==> src/rtl/debug_tx_sched.sv <==
// Debug message scheduler: arbitrates checkpoint and bus-snapshot requests
// and streams each one as an ASCII line to a UART transmitter.
module debug_tx_sched #(
  parameter int CRLF = 0
) (
  input  logic        clk,
  input  logic        reset,
  input  logic        s_valid,
  input  logic [7:0]  s_code,
  output logic        s_ready,
  input  logic        b_valid,
  input  logic [15:0] b_addr,
  input  logic [7:0]  b_data,
  output logic        b_ready,
  output logic [7:0]  tx_data,
  output logic        tx_valid,
  input  logic        tx_ready,
  output logic        busy,
  output logic [15:0] msg_count
);

  typedef enum logic {IDLE, SEND} state_t;

  localparam logic [3:0] S_LAST = (CRLF != 0) ? 4'd4 : 4'd3;
  localparam logic [3:0] B_LAST = (CRLF != 0) ? 4'd9 : 4'd8;

  state_t      state_q, state_d;
  logic        s_full_q, s_full_d;
  logic [7:0]  s_hold_q, s_hold_d;
  logic        b_full_q, b_full_d;
  logic [15:0] b_addr_q, b_addr_d;
  logic [7:0]  b_data_q, b_data_d;
  logic        msg_is_b_q, msg_is_b_d;
  logic [15:0] msg_addr_q, msg_addr_d;
  logic [7:0]  msg_data_q, msg_data_d;
  logic [3:0]  idx_q, idx_d;
  logic        rr_b_q, rr_b_d;
  logic [7:0]  tx_data_q, tx_data_d;
  logic        tx_valid_q, tx_valid_d;
  logic [15:0] count_q, count_d;
  logic        grant_b;
  logic [3:0]  last_idx;

  function automatic logic [7:0] hex_ascii(input logic [3:0] n);
    logic [7:0] r;
    r = (n < 4'd10) ? (8'h30 + {4'h0, n}) : (8'h37 + {4'h0, n});
    return r;
  endfunction

  // Byte at position idx of the message; data doubles as the checkpoint code.
  function automatic logic [7:0] msg_byte(input logic is_b, input logic [15:0] addr,
                                          input logic [7:0] data, input logic [3:0] idx);
    logic [7:0] term;
    logic [7:0] r;
    term = ((CRLF != 0) && (idx == (is_b ? 4'd8 : 4'd3))) ? 8'h0D : 8'h0A;
    r = term;
    if (!is_b) begin
      case (idx)
        4'd0:    r = 8'h53;
        4'd1:    r = hex_ascii(data[7:4]);
        4'd2:    r = hex_ascii(data[3:0]);
        default: r = term;
      endcase
    end else begin
      case (idx)
        4'd0:    r = 8'h42;
        4'd1:    r = hex_ascii(addr[15:12]);
        4'd2:    r = hex_ascii(addr[11:8]);
        4'd3:    r = hex_ascii(addr[7:4]);
        4'd4:    r = hex_ascii(addr[3:0]);
        4'd5:    r = 8'h3A;
        4'd6:    r = hex_ascii(data[7:4]);
        4'd7:    r = hex_ascii(data[3:0]);
        default: r = term;
      endcase
    end
    return r;
  endfunction

  always_comb begin
    state_d    = state_q;
    s_full_d   = s_full_q;
    s_hold_d   = s_hold_q;
    b_full_d   = b_full_q;
    b_addr_d   = b_addr_q;
    b_data_d   = b_data_q;
    msg_is_b_d = msg_is_b_q;
    msg_addr_d = msg_addr_q;
    msg_data_d = msg_data_q;
    idx_d      = idx_q;
    rr_b_d     = rr_b_q;
    tx_data_d  = tx_data_q;
    tx_valid_d = tx_valid_q;
    count_d    = count_q;
    grant_b    = 1'b0;
    last_idx   = msg_is_b_q ? B_LAST : S_LAST;

    case (state_q)
      IDLE: begin
        if (s_full_q || b_full_q) begin
          grant_b    = b_full_q && (!s_full_q || rr_b_q);
          msg_is_b_d = grant_b;
          msg_addr_d = b_addr_q;
          msg_data_d = grant_b ? b_data_q : s_hold_q;
          if (grant_b) b_full_d = 1'b0;
          else         s_full_d = 1'b0;
          rr_b_d     = !grant_b;
          idx_d      = 4'd0;
          state_d    = SEND;
          tx_valid_d = 1'b1;
          tx_data_d  = grant_b ? 8'h42 : 8'h53;
        end
      end
      SEND: begin
        if (tx_ready) begin
          if (idx_q == last_idx) begin
            state_d    = IDLE;
            tx_valid_d = 1'b0;
            tx_data_d  = 8'h00;
            count_d    = count_q + 16'd1;
          end else begin
            idx_d     = idx_q + 4'd1;
            tx_data_d = msg_byte(msg_is_b_q, msg_addr_q, msg_data_q, idx_q + 4'd1);
          end
        end
      end
    endcase

    // A grant only ever empties a full register, so it never collides with an accept.
    if (s_valid && !s_full_q) begin
      s_full_d = 1'b1;
      s_hold_d = s_code;
    end
    if (b_valid && !b_full_q) begin
      b_full_d = 1'b1;
      b_addr_d = b_addr;
      b_data_d = b_data;
    end
  end

  always_ff @(posedge clk or posedge reset) begin
    if (reset) begin
      state_q    <= IDLE;
      s_full_q   <= 1'b0;
      s_hold_q   <= 8'h00;
      b_full_q   <= 1'b0;
      b_addr_q   <= 16'h0000;
      b_data_q   <= 8'h00;
      msg_is_b_q <= 1'b0;
      msg_addr_q <= 16'h0000;
      msg_data_q <= 8'h00;
      idx_q      <= 4'd0;
      rr_b_q     <= 1'b0;
      tx_data_q  <= 8'h00;
      tx_valid_q <= 1'b0;
      count_q    <= 16'h0000;
    end else begin
      state_q    <= state_d;
      s_full_q   <= s_full_d;
      s_hold_q   <= s_hold_d;
      b_full_q   <= b_full_d;
      b_addr_q   <= b_addr_d;
      b_data_q   <= b_data_d;
      msg_is_b_q <= msg_is_b_d;
      msg_addr_q <= msg_addr_d;
      msg_data_q <= msg_data_d;
      idx_q      <= idx_d;
      rr_b_q     <= rr_b_d;
      tx_data_q  <= tx_data_d;
      tx_valid_q <= tx_valid_d;
      count_q    <= count_d;
    end
  end

  assign s_ready   = !s_full_q;
  assign b_ready   = !b_full_q;
  assign tx_data   = tx_data_q;
  assign tx_valid  = tx_valid_q;
  assign busy      = (state_q == SEND);
  assign msg_count = count_q;

endmodule
==> config.mk <==
export PLATFORM = sky130hd
export DESIGN_NAME = debug_tx_sched
export DESIGN_NICKNAME = d
export VERILOG_FILES = /design/src/rtl/debug_tx_sched.sv
export SDC_FILE = /design/constraint.sdc
export NUM_CORES = 1
export LEC_CHECK = 0
export ABC_AREA = 1
export BUFFER_PORTS_ARGS = -buffer_cell sky130_fd_sc_hd__buf_2
export CAP_MARGIN = 15
export CORE_UTILIZATION = 60
export CTS_BUF_LIST = sky130_fd_sc_hd__clkbuf_4
export DETAILED_ROUTE_END_ITERATION = 10
export GPL_TIMING_DRIVEN = 0
export PLACE_DENSITY_LB_ADDON = 0.05
export SYNTH_ARGS = -nofsm -noshare
export SYNTH_HDL_FRONTEND = slang
export SYNTH_SLANG_ARGS = --single-unit
==> constraint.sdc <==
create_clock -name clk -period 4.85 [get_ports clk]
set_clock_uncertainty 0.1 [all_clocks]
set_input_delay 0.485 -clock clk [delete_from_list [all_inputs] [get_ports clk]]
set_output_delay 0.485 -clock clk [all_outputs]
set_load 0.03 [all_outputs]
==> flow_summary.ini, run 1 <==
[floorplanning]
initial_core_util_pct = 62.3
die_w_um = 91.6
fp.dieH_um = 91.6
core.rowCount = 32
design.portCount = 65
die_area_um2 = 8390
core_area_um2 = 7730

[timing]
setup_tns_ps = 0
fin_crit_ps = 2300
relSlewSlack_pct = 54.6
fmax_mhz = 435
rsz0062_at_grt = no
slew_viol_final = 0
hold_ws_ps = 154
period_share_pct = 47.4
worst_pin_slew_ps = 678
setup_viol = 0
hold_violations = 0

[logic_synthesis]
async_reset_ff_share_pct = 100
ys_ff_latch = 89
synth_enable_flop_cells = 0
ys.flop_type = dfrtp_1
synth-seq-area-share_pct = 46.2
synth_area_um2 = 4820
synthCells = 560
ys_types = 38
ys_warn_count = 0
syn_nets = 609
syn_area_per_cell_um2 = 8.60

[setup_path]
r2r_slack_ps = 2550
start_kind = flop
critPathKind = reg2reg
critPathArrivalTime_ps = 2580
cp.required_ps = 5130
crit_fanout = 9
end_kind = flop

[worst_hold_path]
hp-class = in2reg

[outcome]
outcome = finished clean

[drt]
wl_per_cell_um = 14.5
drc = 0
drt-total-wl_mm = 10.8
first_iter_violations = 231
ant_nets = 0
via_count = 4021
first_pass_iters = 5
avgViaCountPerCell = 5.41

[layout]
fin_area_um2 = 5450
syn2layout_area_growth_pct = 13.1
instances_no_fill = 743
final_core_utilization_pct = 70.5
num_antenna_cells = 0
post_route_cells_drive_above_1_share_pct = 22.6
final_nets = 685

[clock_network]
cts_tree = yes
numCtsBuffers = 9
post_cts_buffers = 0
cts.clk_slew.worst_paths_ps = 180
clockBufferDepth = 2
root_buffer = clkbuf_4
htreeDepth = 3
cts.sinks = 89
clock_latency_ps = 470

[global_route]
antenna_found_initial = 0
first_global_vias = 3804
gr-usage-all-layers_pct = 27.6
overflow = 0
grt_first_pass_wirelength_mm = 18.0
grt_max_degree = 66

[power_and_ir_drop]
power.density_nw_per_um2 = 600
ir_worst_vdd_uv = 302
p_leak_nw = 2.79

[place]
dp_hpwl_mm = 8.23
io_buffers = 63
place_congestion = 0.922
dp_cells = 726
dpl_cell_area_um2 = 5290

[run]
maxCapViolations = 0
[timing repair]
action                                  in CTS  in global routing
endpoints found under the setup margin       0                  0
hold buffers                                 1                  0
gates resized for setup                      0                  0
hold endpoints to repair                    24                  0
[metrics by stage]
stage / setup slack [ps] / total power (W)
global route: 2400 / 0.00352
global placement: 1040 / 0.00277
floorplan: 1960 / 0.00241
finish: 2550 / 0.00327
detailed placement: 2670 / 0.00282
CTS: 2610 / 0.00326
[registers in the layout, indices dropped and copies added, names as in the netlist, 4 cells and up]
name	count
b_addr_q	16
b_data_q	8
idx_q	4
msg_addr_q	16
msg_count	16
msg_data_q	8
s_hold_q	8
tx_data	7
[critical path, cell delays in order (launching register included)]
cell and delay (ps):
dfrtp_1 520, ha_1 300, xnor2_2 270, nand3_2 240, nor2_4 280, nand2_1 90
nand2_1 70, nor2_1 50, nand3_1 100, nand2_1 70, a21oi_1 110
[cell type report]
type,count,area [um^2]
Fill cell,630,2280
Clock buffer,9,67.6
Inverter,75,284
Multi-Input combinational cell,386,2250
Clock inverter,7,80.1
Sequential cell,89,2230
Timing Repair Buffer,65,353
Buffer,10,55.1
Tap cell,102,128
[power breakdown]
group / internal [W] / switching, W
registers: 0.00103 / 0.000197
clock network: 0.000162 / 0.000279
logic: 0.000573 / 0.00103
total: 0.00176 / 0.00151
[metal layers]
layer	vias to the layer above	global-route usage [%]	share of wire (%)
li1	1969	-	-
met1	1896	38.3	47
met2	136	42.9	46
met3	20	4.27	4.9
met4	0	12.0	2.4
met5	-	0	0
[kinds of logic after synthesis]
family | after synthesis | synth area share [%]
and+or+nand+nor | 246 | 23.7
DFF | 89 | 46.2
muxes | 30 | 7.01
xor gates and xnor gates | 20 | 3.79
other | 1 | 0.0778
AOI/OAI and AO/OA | 77 | 9.12
adders and majority gates | 12 | 3.12
buffers and inverters | 85 | 6.99
[final timing paths]
check | startpoint | cells past startpoint | end
min | b_data[2] | 2 | b_data_q[2]$_DFFE_PP0P_
min reg2reg | b_addr_q[3]$_DFFE_PP0P_ | 2 | msg_addr_q[3]$_DFFE_PP0P_
max reg2reg | idx_q[0]$_DFFE_PP0P_ | 10 | tx_data[4]$_DFFE_PP0P_
max in group asynchronous | reset | 4 | msg_count[1]$_DFFE_PP0P_
max | idx_q[0]$_DFFE_PP0P_ | 10 | tx_data[4]$_DFFE_PP0P_
min in group asynchronous | reset | 3 | msg_addr_q[6]$_DFFE_PP0P_
[placed cells by master, fill, tap and decap left out, types with 3 or more instances in the layout]
cell type,n
o21ai_0,44
o211ai_1,7
nand3_2,4
clkbuf_4,9
dfrtp_1,89
nand2_1,122
ha_1,12
o22ai_1,4
xnor2_1,6
xor2_1,13
inv_2,3
nor2_2,6
nor2_4,4
nor3b_1,3
nand2_2,3
clkbuf_1,5
buf_2,65
inv_1,70
o21ai_1,5
mux2_2,30
nor2_1,44
nor3_1,3
nand4_1,6
a21oi_1,9
nand2_4,4
nand3_1,45
[cells in the mapped netlist, types with 2 or more instances]
| cell type | count | share of area, % |
|---|---|---|
| o41ai_1 | 2 | 0.36 |
| nand3_2 | 4 | 0.83 |
| o22ai_1 | 4 | 0.52 |
| xor2_1 | 13 | 2.4 |
| nor3_1 | 3 | 0.31 |
| mux2_2 | 30 | 7.0 |
| nand2_2 | 3 | 0.39 |
| a21oi_1 | 9 | 0.93 |
| o211ai_1 | 7 | 1.1 |
| nor2_1 | 44 | 3.4 |
| o21ai_1 | 5 | 0.52 |
| clkbuf_1 | 5 | 0.39 |
| nand3_1 | 45 | 4.7 |
| dfrtp_1 | 89 | 46 |
| a21oi_2 | 2 | 0.36 |
| nor3b_1 | 3 | 0.47 |
| nand4_1 | 6 | 0.78 |
| nand2_1 | 122 | 9.5 |
| buf_2 | 2 | 0.21 |
| xnor2_1 | 6 | 1.1 |
| o21ai_0 | 44 | 4.6 |
| nor2_2 | 6 | 0.78 |
| inv_1 | 71 | 5.5 |
| nand2_4 | 4 | 0.93 |
| nor2_4 | 4 | 0.93 |
| buf_4 | 2 | 0.31 |
| ha_1 | 12 | 3.1 |
| inv_2 | 3 | 0.23 |
Note: power is estimated with default switching activity, not from simulation.
==> run 2: changes to the inputs <==
--- a/config.mk
+++ b/config.mk
@@ -8,7 +8,7 @@
 export ABC_AREA = 1
 export BUFFER_PORTS_ARGS = -buffer_cell sky130_fd_sc_hd__buf_2
 export CAP_MARGIN = 15
-export CORE_UTILIZATION = 60
+export CORE_UTILIZATION = 54
 export CTS_BUF_LIST = sky130_fd_sc_hd__clkbuf_4
 export DETAILED_ROUTE_END_ITERATION = 10
 export GPL_TIMING_DRIVEN = 0
==> constraint.sdc (replaced) <==
create_clock -name clk -period 1.9 [get_ports clk]
set_clock_uncertainty 0.1 [all_clocks]
set_input_delay 0.19 -clock clk [delete_from_list [all_inputs] [get_ports clk]]
set_output_delay 0.19 -clock clk [all_outputs]
set_load 0.03 [all_outputs]
==> flow_summary.ini, run 2 (synthesis gave the netlist of run 1 again) <==
[global_route]
grt_first_pass_wirelength_mm = 18.6
use_met3_pct = 5.87
overflow = 0
grt_max_degree = 37
antenna_found_initial = 0
top_usage_layer = met2
met1_usage_pct = 38.0
met2_usage_pct = 42.5
gr-usage-all-layers_pct = 26.7
first_global_vias = 3771

[outcome]
outcome = finished, violations left
failed_checks = negative setup slack

[setup_path]
end_kind = flop
crit_start = idx_q[0]$_DFFE_PP0P_
critPathArrivalTime_ps = 2300
crit_fanout = 6
rr_startpoint = idx_q[0]$_DFFE_PP0P_
start_kind = flop
critPathKind = reg2reg
cp.required_ps = 2200
rr_worst_depth = 7

[floorplanning]
die_area_um2 = 9300
fp.dieH_um = 96.5
core.rowCount = 34
design.portCount = 65
core_area_um2 = 8680
initial_core_util_pct = 55.5
die_w_um = 96.5

[place]
place_congestion = 0.905
dp_hpwl_mm = 8.26
io_buffers = 63

[drt]
via_count = 4147
first_iter_violations = 168
drc = 0
wl_per_cell_um = 14.8
ant_nets = 0
first_pass_iters = 5
drt-total-wl_mm = 11.8
avgViaCountPerCell = 5.22

[power_and_ir_drop]
ir_worst_vdd_uv = 746
swShare_pct = 46.8
seqPwrFrac_pct = 35.6
power.density_nw_per_um2 = 1470
p_leak_nw = 3.00
clockPowerShare_pct = 11.4
switchingPower_w = 0.00415
p_int_w = 0.00472
comb_power_share_pct = 53.0

[timing]
hold_violations = 0
setup_viol = 6
fmax_mhz = 499
slew_viol_final = 0
rsz0062_at_grt = yes
period_share_pct = 106
fin_ws_ps = -105
fin_crit_ps = 2010
hold_ws_ps = 86.0
worst_pin_slew_ps = 575
relSlewSlack_pct = 61.6
setup_tns_ps = -439

[layout]
num-fill-cells = 719
post_route_cells_drive_above_1_share_pct = 26.3
syn2layout_area_growth_pct = 25.6
final_nets = 731
num_antenna_cells = 0
layout.cells.most_common_list = 117 x nand2_1, 86 x dfrtp_1, 67 x inv_1
final_common_cell = nand2_1

[clock_network]
htreeDepth = 3
clockBufferDepth = 2
cts.sinks = 89
numCtsBuffers = 9
cts.clk_slew.worst_paths_ps = 150
root_buffer = clkbuf_4
cts_tree = yes
clock_latency_ps = 440

[run]
maxCapViolations = 0

[worst_hold_path]
hold_start = tx_ready
worst_hold_path.num_cells = 4
hp-class = in2reg
run 2: path summary, 6_finish.rpt:
check,slack [ps],endpoint
setup / recovery,-110,tx_data[1]$_DFFE_PP0P_
hold / removal,90,tx_data[1]$_DFFE_PP0P_
max in group asynchronous,890,idx_q[1]$_DFFE_PP0P_
hold reg to reg,380,msg_count[15]$_DFFE_PP0P_
min in group asynchronous,240,b_addr_q[10]$_DFFE_PP0P_
setup reg to reg,-110,tx_data[1]$_DFFE_PP0P_
run 2: metal layers:
layer | routed length [um] | share of wire, %
met1 | 5720 | 49
met2 | 5520 | 47
met3 | 477 | 4.0
met4 | 64 | 0.54
met5 | 0 | 0
run 2: repair_timing:
item,in CTS,in global routing
hold buffers,34,0
hold endpoints to repair,57,0
cloned,3,0
setup endpoints to repair,32,26
pin swaps,11,11
gates resized for setup,23,20
setup buffers,6,3
run 2: power by group through the flow:
stage	clock network [W]	logic (W)	registers, W
2_1_floorplan	0	0.00288	0.00326
3_3_place_gp	0	0.00396	0.00315
3_5_place_dp	0	0.00405	0.00318
4_1_cts	0.00104	0.00455	0.00314
5_1_grt	0.00112	0.00523	0.00326
6_report	0.00101	0.00470	0.00316
run 2: cell type report:
type	instances	area [um^2]	area share, %
multi-input cells	388	2420	40.1
flip-flops and latches	89	2230	36.9
repair buffers	109	788	13.0
inverters	75	289	4.78
well taps	108	135	2.23
clock buffers	10	75.1	1.24
plain buffers	10	56.3	0.931
clock inverters	6	48.8	0.807
run 2: worst max-delay path, stage by stage, from the launching register on:
cell,delay (ps)
dfrtp_2,480
buf_12,150
ha_1,310
o41ai_1,440
nand2_1,180
nand3_1,140
nand3_1,80
nand2_1,70
run 2: metrics by stage:
| step | utilization, % | worst slack (ps) | area, um^2 | power (W) | std cells |
|---|---|---|---|---|---|
| floorplan | - | 50.7 | 4820 | 0.00614 | 560 |
| global placement | 60.7 | -286 | 5270 | 0.00711 | 731 |
| detailed placement | 61.2 | -302 | 5310 | 0.00723 | 733 |
| CTS | 68.6 | -61.6 | 5950 | 0.00874 | 792 |
| global route | 69.7 | -190 | 6050 | 0.00961 | 795 |
| finish | 69.7 | -105 | 6050 | 0.00887 | 795 |
